===== src/rtl/cpu_pkg.sv =====
// Shared core definitions: opcode encoding, controller states, and opcode class helpers.
package cpu_pkg;

    typedef enum logic [3:0] {
        PC_INIT = 4'd0,
        ADDI    = 4'd1,
        ADDS    = 4'd2,
        BLT     = 4'd3,
        B       = 4'd4,
        CBZ     = 4'd5,
        LDUR    = 4'd6,
        LSL     = 4'd7,
        LSR     = 4'd8,
        MUL     = 4'd9,
        STUR    = 4'd10,
        SUBS    = 4'd11,
        INV     = 4'd12
    } opcode_t;

    typedef enum logic [1:0] {
        BOOT = 2'd0,
        RUN  = 2'd1,
        HALT = 2'd2
    } ctrl_state_t;

    localparam logic [4:0] XZR = 5'd31;

    // Opcodes that write a general register (potential CBZ operand producers)
    function automatic logic writes_reg(input logic [3:0] op);
        case (opcode_t'(op))
            ADDI, ADDS, LSL, LSR, MUL, SUBS, LDUR: writes_reg = 1'b1;
            default:                               writes_reg = 1'b0;
        endcase
    endfunction

    // Opcodes that update the condition flags read by B.LT
    function automatic logic sets_flags(input logic [3:0] op);
        sets_flags = (opcode_t'(op) == ADDS) || (opcode_t'(op) == SUBS);
    endfunction

    // Opcodes handled by the decode-stage branch unit
    function automatic logic is_branch(input logic [3:0] op);
        is_branch = (opcode_t'(op) == B) || (opcode_t'(op) == BLT) || (opcode_t'(op) == CBZ);
    endfunction

endpackage


===== src/rtl/branch_hazard_detect.sv =====
// Combinational stall equation for branches resolved in ID.
// A CBZ reads its register in ID, so any in-flight ALU result in EX or a load
// still in MEM must drain first; B.LT needs flags that are only final after EX.
module branch_hazard_detect
    import cpu_pkg::*;
(
    input  logic       id_valid,
    input  logic [3:0] id_opcode,
    input  logic [4:0] id_rt,
    input  logic       ex_valid,
    input  logic [3:0] ex_opcode,
    input  logic [4:0] ex_rd,
    input  logic       mem_valid,
    input  logic [3:0] mem_opcode,
    input  logic [4:0] mem_rd,
    output logic       stall
);

    logic w_cbz;
    logic w_blt;
    logic w_ex_dep;
    logic w_mem_dep;
    logic w_flag_dep;

    // XZR reads are constant zero and can never depend on a producer
    always_comb begin
        w_cbz      = id_valid && (opcode_t'(id_opcode) == CBZ) && (id_rt != XZR);
        w_blt      = id_valid && (opcode_t'(id_opcode) == BLT);
        w_ex_dep   = w_cbz && ex_valid && writes_reg(ex_opcode) && (ex_rd == id_rt);
        w_mem_dep  = w_cbz && mem_valid && (opcode_t'(mem_opcode) == LDUR) && (mem_rd == id_rt);
        w_flag_dep = w_blt && ex_valid && sets_flags(ex_opcode);
        stall      = w_ex_dep || w_mem_dep || w_flag_dep;
    end

endmodule


===== src/rtl/branch_ctrl.sv =====
// Decode-stage branch pipeline controller: boot sequencing, hazard stalls,
// taken-branch PC select with a single delay slot, halt on INV, perf counters.
module branch_ctrl
    import cpu_pkg::*;
#(
    parameter int BOOT_CYCLES = 2,
    parameter int CNT_W       = 32
) (
    input  logic             clk,
    input  logic             reset_n,
    input  logic             id_valid,
    input  logic [3:0]       id_opcode,
    input  logic [4:0]       id_rt,
    input  logic             br_taken_raw,
    input  logic             ex_valid,
    input  logic [3:0]       ex_opcode,
    input  logic [4:0]       ex_rd,
    input  logic             mem_valid,
    input  logic [3:0]       mem_opcode,
    input  logic [4:0]       mem_rd,
    output logic             pc_we,
    output logic             ifid_we,
    output logic             idex_bubble,
    output logic             pc_sel,
    output logic             in_delay_slot,
    output logic             halted,
    output logic             err_br_in_slot,
    output logic [CNT_W-1:0] br_cnt,
    output logic [CNT_W-1:0] stall_cnt
);

    ctrl_state_t      r_state;
    logic [3:0]       r_boot_cnt;
    logic             r_in_slot;
    logic             r_halted;
    logic             r_err;
    logic [CNT_W-1:0] r_br_cnt;
    logic [CNT_W-1:0] r_stall_cnt;

    logic w_haz;
    logic w_run;
    logic w_stall;
    logic w_is_br;
    logic w_adv;
    logic w_pc_sel;

    branch_hazard_detect u_haz (
        .id_valid   (id_valid),
        .id_opcode  (id_opcode),
        .id_rt      (id_rt),
        .ex_valid   (ex_valid),
        .ex_opcode  (ex_opcode),
        .ex_rd      (ex_rd),
        .mem_valid  (mem_valid),
        .mem_opcode (mem_opcode),
        .mem_rd     (mem_rd),
        .stall      (w_haz)
    );

    // Fetch advances only in RUN without a hazard; BOOT and HALT freeze it
    always_comb begin
        w_run    = (r_state == RUN);
        w_stall  = w_run && w_haz;
        w_is_br  = id_valid && is_branch(id_opcode);
        w_adv    = w_run && !w_stall;
        w_pc_sel = w_adv && br_taken_raw && w_is_br && !r_in_slot;
    end

    assign pc_we          = w_adv;
    assign ifid_we        = w_adv;
    assign idex_bubble    = !w_adv;
    assign pc_sel         = w_pc_sel;
    assign in_delay_slot  = r_in_slot;
    assign halted         = r_halted;
    assign err_br_in_slot = r_err;
    assign br_cnt         = r_br_cnt;
    assign stall_cnt      = r_stall_cnt;

    // Controller state, delay-slot tracking, sticky error and saturating counters
    always_ff @(posedge clk or negedge reset_n) begin
        if (!reset_n) begin
            r_state     <= BOOT;
            r_boot_cnt  <= '0;
            r_in_slot   <= 1'b0;
            r_halted    <= 1'b0;
            r_err       <= 1'b0;
            r_br_cnt    <= '0;
            r_stall_cnt <= '0;
        end else begin
            case (r_state)
                BOOT: begin
                    if (r_boot_cnt == 4'(BOOT_CYCLES - 1)) r_state <= RUN;
                    else                                   r_boot_cnt <= r_boot_cnt + 4'd1;
                end
                RUN: begin
                    if (id_valid && (opcode_t'(id_opcode) == INV)) begin
                        r_state  <= HALT;
                        r_halted <= 1'b1;
                    end
                end
                default: r_state <= HALT;
            endcase

            // The slot instruction leaves ID on the next advancing edge
            if (w_pc_sel)   r_in_slot <= 1'b1;
            else if (w_adv) r_in_slot <= 1'b0;

            if (w_run && w_is_br && r_in_slot) r_err <= 1'b1;

            if (w_pc_sel && (r_br_cnt != '1))   r_br_cnt    <= r_br_cnt + 1'b1;
            if (w_stall && (r_stall_cnt != '1)) r_stall_cnt <= r_stall_cnt + 1'b1;
        end
    end

endmodule


===== config.mk =====
export PLATFORM = sky130hd
export DESIGN_NAME = branch_ctrl
export DESIGN_NICKNAME = d
export VERILOG_FILES = /design/src/rtl/cpu_pkg.sv /design/src/rtl/branch_hazard_detect.sv /design/src/rtl/branch_ctrl.sv
export SDC_FILE = /design/constraint.sdc
export NUM_CORES = 1
export LEC_CHECK = 0
export BUFFER_PORTS_ARGS = -buffer_cell sky130_fd_sc_hd__buf_2
export CAP_MARGIN = 20
export CORE_UTILIZATION = 52
export CTS_CLUSTER_SIZE = 10
export DETAILED_ROUTE_END_ITERATION = 12
export PLACE_DENSITY = 0.88
export REMOVE_ABC_BUFFERS = 1
export SYNTH_ARGS = -nofsm -noshare
export SYNTH_HDL_FRONTEND = slang
export SYNTH_SLANG_ARGS = --single-unit

===== constraint.sdc =====
create_clock -name clk -period 2.8 [get_ports clk]
set_input_delay 0 -clock clk [delete_from_list [all_inputs] [get_ports clk]]
set_output_delay 0 -clock clk [all_outputs]
set_load 0.02 [all_outputs]

==> flow_summary_export.csv <==
group,metric,value,unit
status,status,"completed",
grt,grt_start_max_net_pins,74,
critical_path,cp.required,3030,ps
power_and_ir_drop,irDropWorstVdd,0.2336,mV
run,cap_viol_max_count,0,
cts,clock_path_buffers,2,
routing,drt-initial-drc-count,139,
yosys,postSynthRegisterBits,73,
critical_path,worst_path_max_delay_cell,"or4_4",
grt,initial_antenna_violation_count,0,
critical_path,timing.critical_path.to_type,"flip-flop",
floorplanning,floorplan.initialDensity,54.57,%
place,place_worst_setup_slack,101.1,ps
power_and_ir_drop,leakage,2.283,nW
layout,layout.cell_area.non_filler,0.004664,mm^2
timing,fin_worst_skew,9.784,ps
floorplanning,fp.coreArea,0.006869,mm^2
yosys,synth_area_leaders,"dfrtp_1, xnor2_1, nand4_1",
timing,period_needed,2606,ps
timing,final_hold_viol_count,0,
yosys,seq_area_frac_synth,48.73,%
cts,cts.sink_count,73,
floorplanning,die_h,86.91,um
layout,post-route-util,67.91,%
cts,clk_root_buffer_cell,"clkbuf_8",
yosys,asyncSetResetFlopFracSynth,100.0,%
yosys,synth_commonest_cells,"dfrtp_1, xnor2_1, nand4_1",
grt,track_usage,23.66,%
critical_path,timing.critical_path.fanout_max,5,
timing,finalCritPeriodShare,93.07,%
routing,firstDrtPassIters,4,
critical_path,crit_path_start_kind,"flip-flop",
critical_path,critical_path.cell_chain,"ha_1 -> nand3_2 -> or4_4 -> or4_4 -> nor3_1 -> mux2_2",
yosys,synth_most_common_cell,"dfrtp_1",
yosys,edff_count_synth,0,
cts,worstSkewPairLatency,350,ps
floorplanning,die_ar,0.007552,mm^2
floorplanning,floorplan.io_pins,104,
timing,timing.final.setup_violations,0,
grt,gr-total-overflow,0,
critical_path,arrival,2840,ps
critical_path,worst_setup_path_startpoint,"br_cnt[0]$_DFFE_PN0P_",
cts,h-tree-depth,3,
timing,final.hold.worst_slack,35.34,ps
yosys,ys_dominant_reg_cell,"dfrtp_1",
cts,clk_transition_reported_paths,80,ps
place,gpl.final_weighted_congestion,0.8353,
layout,fillCellCount,549,
yosys,area_fraction_of_the_dominant_cell_type_after_synthesis,48.73,%
layout,n_antenna_cell,0,
grt,first_global_vias,2956,
routing,via_count_normalized_by_instance_count,5.581,
routing,route.detailed.drc,0,
routing,dr_total_vias,3153,
critical_path,cpPeakStageDelay,580,ps
critical_path,cp_common_cell,"or4_4",
yosys,post_synth_instance_area,0.003749,mm^2
timing,report.final.slew_viol_count,0,
worst_hold_path,worst_min_delay_path_class,"in2reg",
timing,setup_repair_after_global_routing_missed_its_margin,"false",
critical_path,regToRegSetupSlack,190,ps
place,post_dp_cell_area,0.004402,mm^2
routing,post_drt_wl_per_cell,15.11,um
timing,max-slew-margin-rel,39.69,%
place,io_buffers,103,
timing,actual_slew_at_the_worst_max_slew_pin,904.7,ps
power_and_ir_drop,powerDensity,536.8,mW/mm^2
layout,fin_nets,501,
critical_path,crit_path_class,"reg2reg",
timing,fin_tns_setup,0,ps
floorplanning,floorplan.die.width,86.91,um
yosys,ys.warnings.count,0,
place,place_hpwl,6.227,mm
critical_path,critical_path.reg2reg.startpoint,"br_cnt[0]$_DFFE_PN0P_",
grt,grt_first_pass_wirelength,13.67,mm
cts,number_of_clock_buffers_inserted_by_tritoncts,9,
yosys,synth_largest_area_cell,"dfrtp_1",
cts,cts_tree,"built",
timing,setup_slack,193.9,ps
worst_hold_path,worstHoldStart,"id_valid",
routing,antenna_violation_net_count_after_detailed_routing,0,
layout,syn2layout_area_growth,24.43,%
yosys,syn-mean-instance-area,10.80,um^2
yosys,syn-instance-count,347,
timing,max_clock_freq,0.3837,GHz
routing,overall_routed_net_length,8.535,mm
yosys,synth_cell_types,49,
layout,drive_above_1_share,30.06,%
floorplanning,rows,30,
-- critical path: cells and delay by family (launching register included) --
kind | cells | cell delay (ps)
AND/OR/NAND/NOR | 4 | 1460
flip-flops | 1 | 440
multiplexers | 1 | 360
adder cells (fa/ha/maj) | 1 | 240
-- per-layer routing --
| layer | GRT usage [%] | part of all wire (%) | vias to the layer above |
|---|---|---|---|
| met5 | 0 | 0 | - |
| met4 | 12.42 | 2.1 | 0 |
| met3 | 3.507 | 4.5 | 14 |
| met2 | 38.87 | 50 | 107 |
| met1 | 30.36 | 44 | 1541 |
| li1 | - | - | 1491 |
-- repair_timing --
item	CTS	global route
endpoints found under the hold margin	74	0
hold buffers	2	0
buffers inserted	0	0
gates resized for setup	0	1
endpoints found under the setup margin	0	10
-- layout make-up --
type | instances | area [um^2] | share of cell area (%)
timing repair buffer | 113 | 593.1 | 12.71
tap | 96 | 120.1 | 2.575
sequential | 73 | 1827 | 39.16
clock buffer | 12 | 155.1 | 3.326
inverter | 6 | 22.52 | 0.4828
clock inverter | 4 | 75.07 | 1.609
multi-input combinational | 261 | 1872 | 40.13
-- cells by family (layout without fill, tap and decap cells) --
kind of cell / after synthesis / after routing / synth area share, %
multiplexers: 5 / 5 / 1.469
XOR/XNOR: 74 / 74 / 17.29
adder cells (fa/ha/maj): 4 / 4 / 1.335
AO/OA/AOI/OAI: 17 / 17 / 4.206
buffers and inverters: 13 / 135 / 1.535
flip-flops: 73 / 73 / 48.73
AND/OR/NAND/NOR: 161 / 161 / 25.43
-- worst paths after layout --
| path | endpoint | cells after the start |
|---|---|---|
| max in group asynchronous | stall_cnt[12]$_DFFE_PN0P_ | 3 |
| hold / removal | halted$_DFFE_PN0P_ | 3 |
| hold reg to reg | r_boot_cnt[3]$_DFFE_PN0P_ | 1 |
| min in group asynchronous | br_cnt[5]$_DFFE_PN0P_ | 3 |
| setup / recovery | br_cnt[30]$_DFFE_PN0P_ | 6 |
| setup reg to reg | br_cnt[30]$_DFFE_PN0P_ | 6 |
-- report_power, final --
part,leakage [nW],total [mW],switching [mW],internal (mW)
clock network,0.109,0.941,0.390,0.551
logic,1.17,0.375,0.214,0.162
registers,1.01,1.19,0.0637,1.12
total,2.28,2.50,0.667,1.84
-- through the flow --
stage               instances  total power, mW
global route              565            2.603
global placement          546            1.568
CTS                       564            2.518
finish                    565            2.504
floorplan                 340            1.431
detailed placement        546            1.585
-- state kept, by name (all words and copies together) (netlist names) --
signal          count
br_cnt             32
err_br_in_slot      1
r_boot_cnt          4
halted              1
stall_cnt          32
in_delay_slot       1
r_state             2
-- cell usage in the layout (no fill, tap or decap), drive strengths merged, types with 3 or more instances in the layout --
master | Yosys | final
or4 | 4 | 4
nor3 | 8 | 8
xnor2 | 63 | 63
nand2b | 4 | 4
and3 | 17 | 17
clkbuf | 1 | 12
ha | 4 | 4
mux2 | 4 | 4
nand4 | 35 | 35
and4 | 6 | 6
o21bai | 3 | 3
nor2b | 3 | 3
inv | 6 | 6
nor3b | 3 | 3
nand4b | 3 | 3
nor2 | 9 | 9
nand3 | 28 | 28
xor2 | 11 | 11
nand3b | 3 | 3
nand2 | 20 | 20
dfrtp | 73 | 73
and2 | 6 | 6
nor4 | 4 | 4
buf | 6 | 111
Note: power is estimated with default switching activity, not from simulation.
